### src/rtl/panda_pkg.sv
// Shared types for the panda pipeline.
//   if_id_t : fetch -> decode payload (instruction word, its address and
//             the sequential successor address).
package panda_pkg;

  typedef struct packed {
    logic [31:0] instr;
    logic [31:0] pc;
    logic [31:0] pc_inc;
  } if_id_t;

endpackage

### src/rtl/panda_if_stage_if.sv
// Instruction-memory request/response bus.
//   req    : fetch request        (master -> slave)
//   addr   : word-aligned address (master -> slave)
//   gnt    : request accepted     (slave -> master)
//   rvalid : rdata valid          (slave -> master)
//   rdata  : instruction word     (slave -> master)
interface panda_if_stage_if;

  logic        req;
  logic [31:0] addr;
  logic        gnt;
  logic        rvalid;
  logic [31:0] rdata;

  modport master (output req, addr, input gnt, rvalid, rdata);
  modport slave  (input req, addr, output gnt, rvalid, rdata);

endinterface

### src/rtl/panda_if_stage.sv
// Instruction fetch stage. Issues one request at a time to instruction
// memory, tracks the outstanding response, and hands fetched words to
// decode through a registered if_id slot backed by a one-entry skid buffer.
// Ports:
//   clk_i, rst_ni        : clock, asynchronous active-low reset
//   instr                : instruction-memory bus (master side)
//   stall_i              : decode cannot accept, hold if_id_o
//   redirect_i/_pc_i     : restart fetch at a new target
//   if_id_o/_valid_o     : registered payload and valid to decode
module panda_if_stage
  import panda_pkg::*;
#(
  parameter logic [31:0] BootAddr = 32'h0000_0000
) (
  input  logic                     clk_i,
  input  logic                     rst_ni,
  panda_if_stage_if.master         instr,
  input  logic                     stall_i,
  input  logic                     redirect_i,
  input  logic [31:0]              redirect_pc_i,
  output if_id_t                   if_id_o,
  output logic                     if_id_valid_o
);

  typedef enum logic [1:0] {S_REQ, S_WAIT, S_KILL} state_e;

  state_e      state_q, state_d;
  logic [31:0] pc_q, pc_d;
  logic [31:0] fetch_addr_q, fetch_addr_d;
  if_id_t      skid_q, skid_d;
  logic        skid_vld_q, skid_vld_d;
  if_id_t      if_id_q, if_id_d;
  logic        if_id_vld_q, if_id_vld_d;

  logic        gnt_ok;
  logic        accept;
  if_id_t      resp;

  // No new request while the skid holds a word: this keeps at most one
  // word in flight beyond if_id, so a response never meets a full skid.
  // Gating with rst_ni keeps the request low while reset is held.
  assign instr.req  = rst_ni && (state_q == S_REQ) && !skid_vld_q;
  assign instr.addr = pc_q;

  assign if_id_o       = if_id_q;
  assign if_id_valid_o = if_id_vld_q;

  always_comb begin
    state_d      = state_q;
    pc_d         = pc_q;
    fetch_addr_d = fetch_addr_q;
    skid_d       = skid_q;
    skid_vld_d   = skid_vld_q;
    if_id_d      = if_id_q;
    if_id_vld_d  = if_id_vld_q;
    accept       = 1'b0;

    gnt_ok      = instr.req && instr.gnt;
    resp.instr  = instr.rdata;
    resp.pc     = fetch_addr_q;
    resp.pc_inc = fetch_addr_q + 32'd4;

    if (redirect_i) begin
      // Redirect overrides stall: flush everything buffered and restart.
      pc_d        = redirect_pc_i & ~32'd3;
      skid_vld_d  = 1'b0;
      if_id_vld_d = 1'b0;
      case (state_q)
        S_REQ:   state_d = gnt_ok ? S_KILL : S_REQ;
        S_WAIT:  state_d = instr.rvalid ? S_REQ : S_KILL;
        S_KILL:  state_d = instr.rvalid ? S_REQ : S_KILL;
        default: state_d = S_REQ;
      endcase
    end else begin
      case (state_q)
        S_REQ: begin
          if (gnt_ok) begin
            fetch_addr_d = pc_q;
            pc_d         = pc_q + 32'd4;
            state_d      = S_WAIT;
          end
        end
        S_WAIT: begin
          if (instr.rvalid) begin
            accept  = 1'b1;
            state_d = S_REQ;
          end
        end
        S_KILL: begin
          // Response to a squashed request: consume and drop it.
          if (instr.rvalid) state_d = S_REQ;
        end
        default: state_d = S_REQ;
      endcase

      if (!stall_i) begin
        if (skid_vld_q) begin
          if_id_d     = skid_q;
          if_id_vld_d = 1'b1;
          skid_vld_d  = 1'b0;
        end else if (accept) begin
          if_id_d     = resp;
          if_id_vld_d = 1'b1;
        end else begin
          if_id_vld_d = 1'b0;
        end
      end else if (accept) begin
        // Stalled: only an empty if_id slot may be filled directly.
        if (if_id_vld_q) begin
          skid_d     = resp;
          skid_vld_d = 1'b1;
        end else begin
          if_id_d     = resp;
          if_id_vld_d = 1'b1;
        end
      end
    end
  end

  always_ff @(posedge clk_i or negedge rst_ni) begin
    if (!rst_ni) begin
      state_q      <= S_REQ;
      pc_q         <= BootAddr;
      fetch_addr_q <= '0;
      skid_q       <= '0;
      skid_vld_q   <= 1'b0;
      if_id_q      <= '0;
      if_id_vld_q  <= 1'b0;
    end else begin
      state_q      <= state_d;
      pc_q         <= pc_d;
      fetch_addr_q <= fetch_addr_d;
      skid_q       <= skid_d;
      skid_vld_q   <= skid_vld_d;
      if_id_q      <= if_id_d;
      if_id_vld_q  <= if_id_vld_d;
    end
  end

endmodule

### src/flat_wrapper.sv
// flat-port wrapper written by rule: the top's interface ports become plain ports
module panda_if_stage_flat import panda_pkg::*;
#(
  parameter logic [31:0] BootAddr = 32'h0000_0000
)
  (clk_i, rst_ni, stall_i, redirect_i, redirect_pc_i, if_id_o, if_id_valid_o, instr_req, instr_addr, instr_gnt, instr_rvalid, instr_rdata);
  panda_if_stage_if instr_i ();
  input  logic clk_i;
  input  logic rst_ni;
  input  logic stall_i;
  input  logic redirect_i;
  input  logic [31:0] redirect_pc_i;
  output if_id_t if_id_o;
  output logic if_id_valid_o;
  output wire logic [$bits(instr_i.req)-1:0] instr_req;
  output wire logic [$bits(instr_i.addr)-1:0] instr_addr;
  input wire logic [$bits(instr_i.gnt)-1:0] instr_gnt;
  input wire logic [$bits(instr_i.rvalid)-1:0] instr_rvalid;
  input wire logic [$bits(instr_i.rdata)-1:0] instr_rdata;
  assign instr_req = instr_i.req;
  assign instr_addr = instr_i.addr;
  assign instr_i.gnt = instr_gnt;
  assign instr_i.rvalid = instr_rvalid;
  assign instr_i.rdata = instr_rdata;
  panda_if_stage #(.BootAddr(BootAddr)) u_core (.clk_i(clk_i), .rst_ni(rst_ni), .instr(instr_i), .stall_i(stall_i), .redirect_i(redirect_i), .redirect_pc_i(redirect_pc_i), .if_id_o(if_id_o), .if_id_valid_o(if_id_valid_o));
endmodule
### config.mk
export PLATFORM = sky130hd
export DESIGN_NAME = panda_if_stage_flat
export DESIGN_NICKNAME = d
export VERILOG_FILES = /design/src/rtl/panda_pkg.sv /design/src/rtl/panda_if_stage_if.sv /design/src/rtl/panda_if_stage.sv /design/src/flat_wrapper.sv
export SDC_FILE = /design/constraint.sdc
export NUM_CORES = 1
export LEC_CHECK = 0
export CAP_MARGIN = 20
export CORE_MARGIN = 4
export CORE_UTILIZATION = 50
export CTS_CLUSTER_SIZE = 8
export DETAILED_ROUTE_END_ITERATION = 12
export PLACE_DENSITY = 0.81
export SLEW_MARGIN = 20
export SYNTH_ARGS = -nofsm -noshare
export SYNTH_HDL_FRONTEND = slang
export SYNTH_SLANG_ARGS = --single-unit
### constraint.sdc
create_clock -name clk_i -period 3 [get_ports clk_i]
set_clock_uncertainty 0.1 [all_clocks]
set_input_delay 0.6 -clock clk_i [delete_from_list [all_inputs] [get_ports clk_i]]
set_output_delay 0.6 -clock clk_i [all_outputs]
set_load 0.01 [all_outputs]
; ---- Word level (Yosys, flattened, before mapping)
; Cells that the tools add are included.
[word_totals]
regBits = 260
latchBits = 0
mem_bits_rw = 0
romBits = 0
inputBits = 70
output_inout_bits = 130
wordCells = 64
n_memories = 0
[classes]
add_sub_neg = 2
n_mul = 0
div = 0
n_lt_le_gt_ge = 0
eq_ne = 8
shift = 0
n_mux = 27
bitwise = 1
n_reduce_logical = 15
[ops]
columns = operator, n
row1 = $mux 96, 5
row2 = $mux 32, 3
row3 = $add 32x3->32 const B, 2
row4 = $mux 1, 12
row5 = $mux 2, 5
row6 = $ne 3x1->1 const B, 3
row7 = $pmux 2 s2, 2
row8 = $reduce_and 4->1, 2
row9 = $reduce_and 2->1, 3
row10 = $reduce_bool 2->1, 3
row11 = $logic_and 1x1->1, 3
row12 = $ne 3x2->1 const B, 1
row13 = $reduce_and 3->1, 1
row14 = $eq 2x1->1 const B, 1
row15 = $eq 2x2->1 const B, 1
row16 = $logic_not 2->1, 1
row17 = $ne 2x1->1 const B, 1
row18 = $ne 2x2->1 const B, 1
row19 = $reduce_or 2->1, 1
row20 = $logic_not 1->1, 1
row21 = $not 1->1, 1

; ---- Depth between registers and ports, before layout
[logic_depth]
ltp_word = 7
ltp_mapped = 8

; ---- Worst setup path after synthesis
; OpenSTA, ideal clock, no wires.
[synth_timing]
kind = register to register
start = register u_core.state_q[1]
end = register u_core.pc_q[31] (netlist: u_core.instr.addr[31])
setup_ns = 0.125
t_arrival_ns = 2.111
t_required_ns = 2.775
path_slack_ns = 0.664
stages_incl_launch_ff = 9
path_buffers = 1
path_cell_list = dfrtp_1 > inv_1 > ha_1 > nand4b_4 > or4_1 > buf_6 > nor4_4 > xor2_1 > mux2_2
[synth_via]
elab_chain_cells = 6
elab_cells_between_ends = 7
[synth_rtl]
columns = element, line_no
row1 = "start, declared", panda_if_stage.sv:27  ; state_e state_q, state_d;
row2 = "start signal, assigned", panda_if_stage.sv:130  ; state_q <= state_d;
row3 = $logic_not 2->1 *, "panda_if_stage.sv:42, panda_if_stage.sv:75"
row4 = $logic_and 1x1->1 (2 in a row), panda_if_stage.sv:42  ; assign instr.req = rst_ni && (state_q == S_REQ) && !skid_vld_q;
row5 = $logic_and 1x1->1, panda_if_stage.sv:58  ; gnt_ok = instr.req && instr.gnt;
row6 = $reduce_bool 2->1 (no line), n/a
row7 = $reduce_and 2->1 (no line) *, n/a
row8 = "end signal, assigned", panda_if_stage.sv:123  ; pc_q <= BootAddr;
row9 = "end signal, assigned", panda_if_stage.sv:131  ; pc_q <= pc_d;
row10 = "end, declared", panda_if_stage.sv:28  ; logic [31:0] pc_q, pc_d;
; Mark *: on every way between the ends. The rest lies on a longest branch, timed or not.
; A chain may end at the register's enable or synchronous reset.

; ---- Final worst setup path
[layout_timing]
start = input port rst_ni
end = output port instr_req
[layout_via]
elab_chain_cells = 2
[layout_rtl]
columns = element, line_no
row1 = "start, declared", flat_wrapper.sv:9  ; input logic rst_ni;
row2 = $logic_and 1x1->1 (2 in a row), panda_if_stage.sv:42
row3 = "end, declared", flat_wrapper.sv:15  ; output wire logic [$bits(instr_i.req)-1:0] instr_req;
; No other way between the ends.

==> flow_summary_export.csv <==
group,metric,value,unit
timing,max-slew-margin-rel,0.3508,
clock_tree,clock_latency,0.50,ns
setup_path,critical_path.slowest_cell,"dlygate4sd3_1",
grt,globalRouteOverflowTotal,0,
clock_tree,holdBufCountCts,1,
clock_tree,post_cts_resized,0,
final_layout,syn_to_final_growth,29.08,%
place,dp_hpwl,17.97,mm
synth,synthTopCellsByCount,"dfrtp_1 (248), nand2_1 (186), nor2_1 (127), mux2_2 (92), a31oi_1 (65)",
run_status,status,"finished clean",
clock_tree,clkSlewWorstSetupHoldPaths,0.05,ns
power_and_ir_drop,max-vdd-ir-drop,0.4049,mV
worst_hold_path,hold_class,"register to register",
clock_tree,htree_levels,2,
synth,synth.top_cells.by_area,"dfrtp_1 (56%), mux2_2 (9.4%), nand2_1 (6.3%)",
power_and_ir_drop,cellPowerDensity,831.6,nW/um2
synth,seq_area_frac_synth,0.5616,
final_layout,fill_cells,1671,
synth,syn_area_per_cell,10.18,um2
die,die_h,156.7,um
place,io_buffers,191,
synth,synth_top_area_cell,"dfrtp_1",
timing,hold_slack,0.3756,ns
timing,fin_crit,2.858,ns
synth,yosysMostFrequentCell,"dfrtp_1",
timing,finalHoldViolations,0,
timing,worst_pin_slew,0.9738,ns
grt,antenna_found_initial,0,
setup_path,start_kind,"input pin",
timing,setup_tns,0,ns
final_layout,layout.nets,1343,
final_layout,seqCellArea,6206,um2
final_layout,diodes,0,
clock_tree,cts_made_buffers,36,
detailed_routing,via_per_inst,5.595,
detailed_routing,route.vias.total,8666,
setup_path,worstPathMaxFanout,18,
setup_path,path_cells,"dlygate4sd3_1 > buf_8 > and3_1 > clkdlybuf4s50_1",
setup_path,max_stage_delay,0.56,ns
detailed_routing,ant_nets,0,
timing,fin_crit_sh,0.9526,
timing,rsz0062_at_grt,"false",
clock_tree,clockBufferDepth,3,
setup_path,regToRegSetupSlack,0.47,ns
clock_tree,clock-sinks,248,
clock_tree,post_cts_buffers,0,
grt,busiest_layer,"met2",
setup_path,cp.arrival,2.16,ns
clock_tree,root_buffer,"clkbuf_16",
final_layout,drive_above_1_share,0.1324,
grt,use_met3,0.04812,
detailed_routing,drtIter0Drc,603,
die,rows,54,
die,dieArea,24540,um2
synth,yosysTopAreaCellShare,0.5616,
timing,final_max_slew_viol_count,0,
synth,synth_seq_cells,248,
grt,met2_usage,0.3577,
grt,grt_max_degree,141,
grt,grt_use_total,0.2225,
detailed_routing,drc,0,
power_and_ir_drop,p_leak,6.235,nW
place,place.gp.congestion,0.8386,
die,start_util,0.5079,
job,drv_cap,0,
synth,ys.flop_type,"dfrtp_1",
final_layout,multi_input_area,4547,um2
power_and_ir_drop,finalPower,11.86,mW
synth,syn_area,11050,um2
detailed_routing,wirelength,26.99,mm
grt,first_global_vias,8882,
clock_tree,cts_tree,"done",
detailed_routing,dr.pass1.iters,5,
timing,final-setup-viol-count,0,
setup_path,worstSetupEndpointType,"primary output",
grt,grt_pass1_wl,44.75,mm
die,core,21760,um2
synth,synthCells,1086,
setup_path,timing.setup.critical_path_class,"input pin to primary output",
setup_path,critPathRequiredTime,2.30,ns
die,die_w,156.7,um
synth,yosysWarnings,0,
synth,ys_types,41,
detailed_routing,wire_per_inst,17.43,um
die,pin_count,200,
grt,grt_use_met1,0.3057,
synth,synth_edf_count,0,
timing,max_freq,349.9,MHz
synth,async_flop_share,1.000,
-- state kept, by name, summed over array words and instances (netlist names) --
name                  count
u_core.instr.addr        30
u_core.skid_q            92
u_core.if_id_valid_o      1
u_core.skid_vld_q         1
u_core.state_q            2
u_core.if_id_o           92
u_core.fetch_addr_q      30
-- cells by family after synthesis --
kind of cell	share of synthesized area
multiplexers	0.09466
adder cells (fa/ha/maj)	0.005661
flip-flops	0.5616
other	0.0003393
AO/OA/AOI/OAI	0.09624
buffers and inverters	0.03114
AND/OR/NAND/NOR	0.1660
XOR/XNOR	0.04438
-- final cells by class --
class,count,share of cell area
clock buffers,37,0.06491
clock inverters,2,0.001228
inverters,8,0.002105
multi-input cells,760,0.3188
flip-flops and latches,248,0.4351
well taps,280,0.02456
repair buffers,214,0.1533
-- final timing paths --
kind                                    from               endpoint  cells after the start
max                                   rst_ni              instr_req                      4
max reg2reg                u_core.state_q[1]  u_core.instr.addr[29]                      8
max in group asynchronous             rst_ni      u_core.skid_q[36]                      4
min in group asynchronous             rst_ni  u_core.instr.addr[12]                      2
min                        u_core.if_id_o[5]      u_core.if_id_o[5]                      2
min reg2reg                u_core.if_id_o[5]      u_core.if_id_o[5]                      2
-- cells in the final DEF, fill, tap and decap left out, types with 3 or more instances in the layout --
cell type        count
mux2_2              92
buf_12               8
a21o_1               4
and3_1              11
o21ai_0             39
a31oi_1             65
clkbuf_16           37
xor2_1              33
nor2_1             124
conb_1               6
o22ai_1             13
or3_1                3
a211oi_1             4
dfrtp_1            248
and4_1               3
nand2_1            186
nand4_1             22
xnor2_1             23
and2_1               3
a21oi_1             50
nor3_1              12
ha_1                 5
o211ai_1             6
inv_1                8
clkdlybuf4s50_1    189
buf_4               14
nand3_1             32
-- power breakdown --
part | internal [mW] | switching, mW
Combinational | 1.89 | 1.49
Clock | 2.16 | 1.31
Sequential | 4.22 | 0.789
Total | 8.27 | 3.59
-- routing by layer --
| layer | wire length, um | up-vias |
|---|---|---|
| met5 | 0 | - |
| met3 | 1839 | 49 |
| met1 | 11880 | 4235 |
| met4 | 600 | 0 |
| met2 | 12670 | 287 |
| li1 | - | 4095 |
-- metrics by stage --
stage	area [um2]	instances	util	setup WS [ns]
6_report	14260	1549	0.6556	0.1421
3_5_place_dp	13290	1508	0.6109	-0.1262
5_1_grt	14260	1549	0.6556	0.09450
3_3_place_gp	13290	1508	0.6109	0.02479
2_1_floorplan	11070	1091	-	0.6639
4_1_cts	14240	1548	0.6547	0.1421
-- worst max-delay path: cells and delay by family --
family	cells	cell delay [ns]
buf+inv	3	1.31
simple gates	1	0.21
Power figures use the tool's default switching activity.
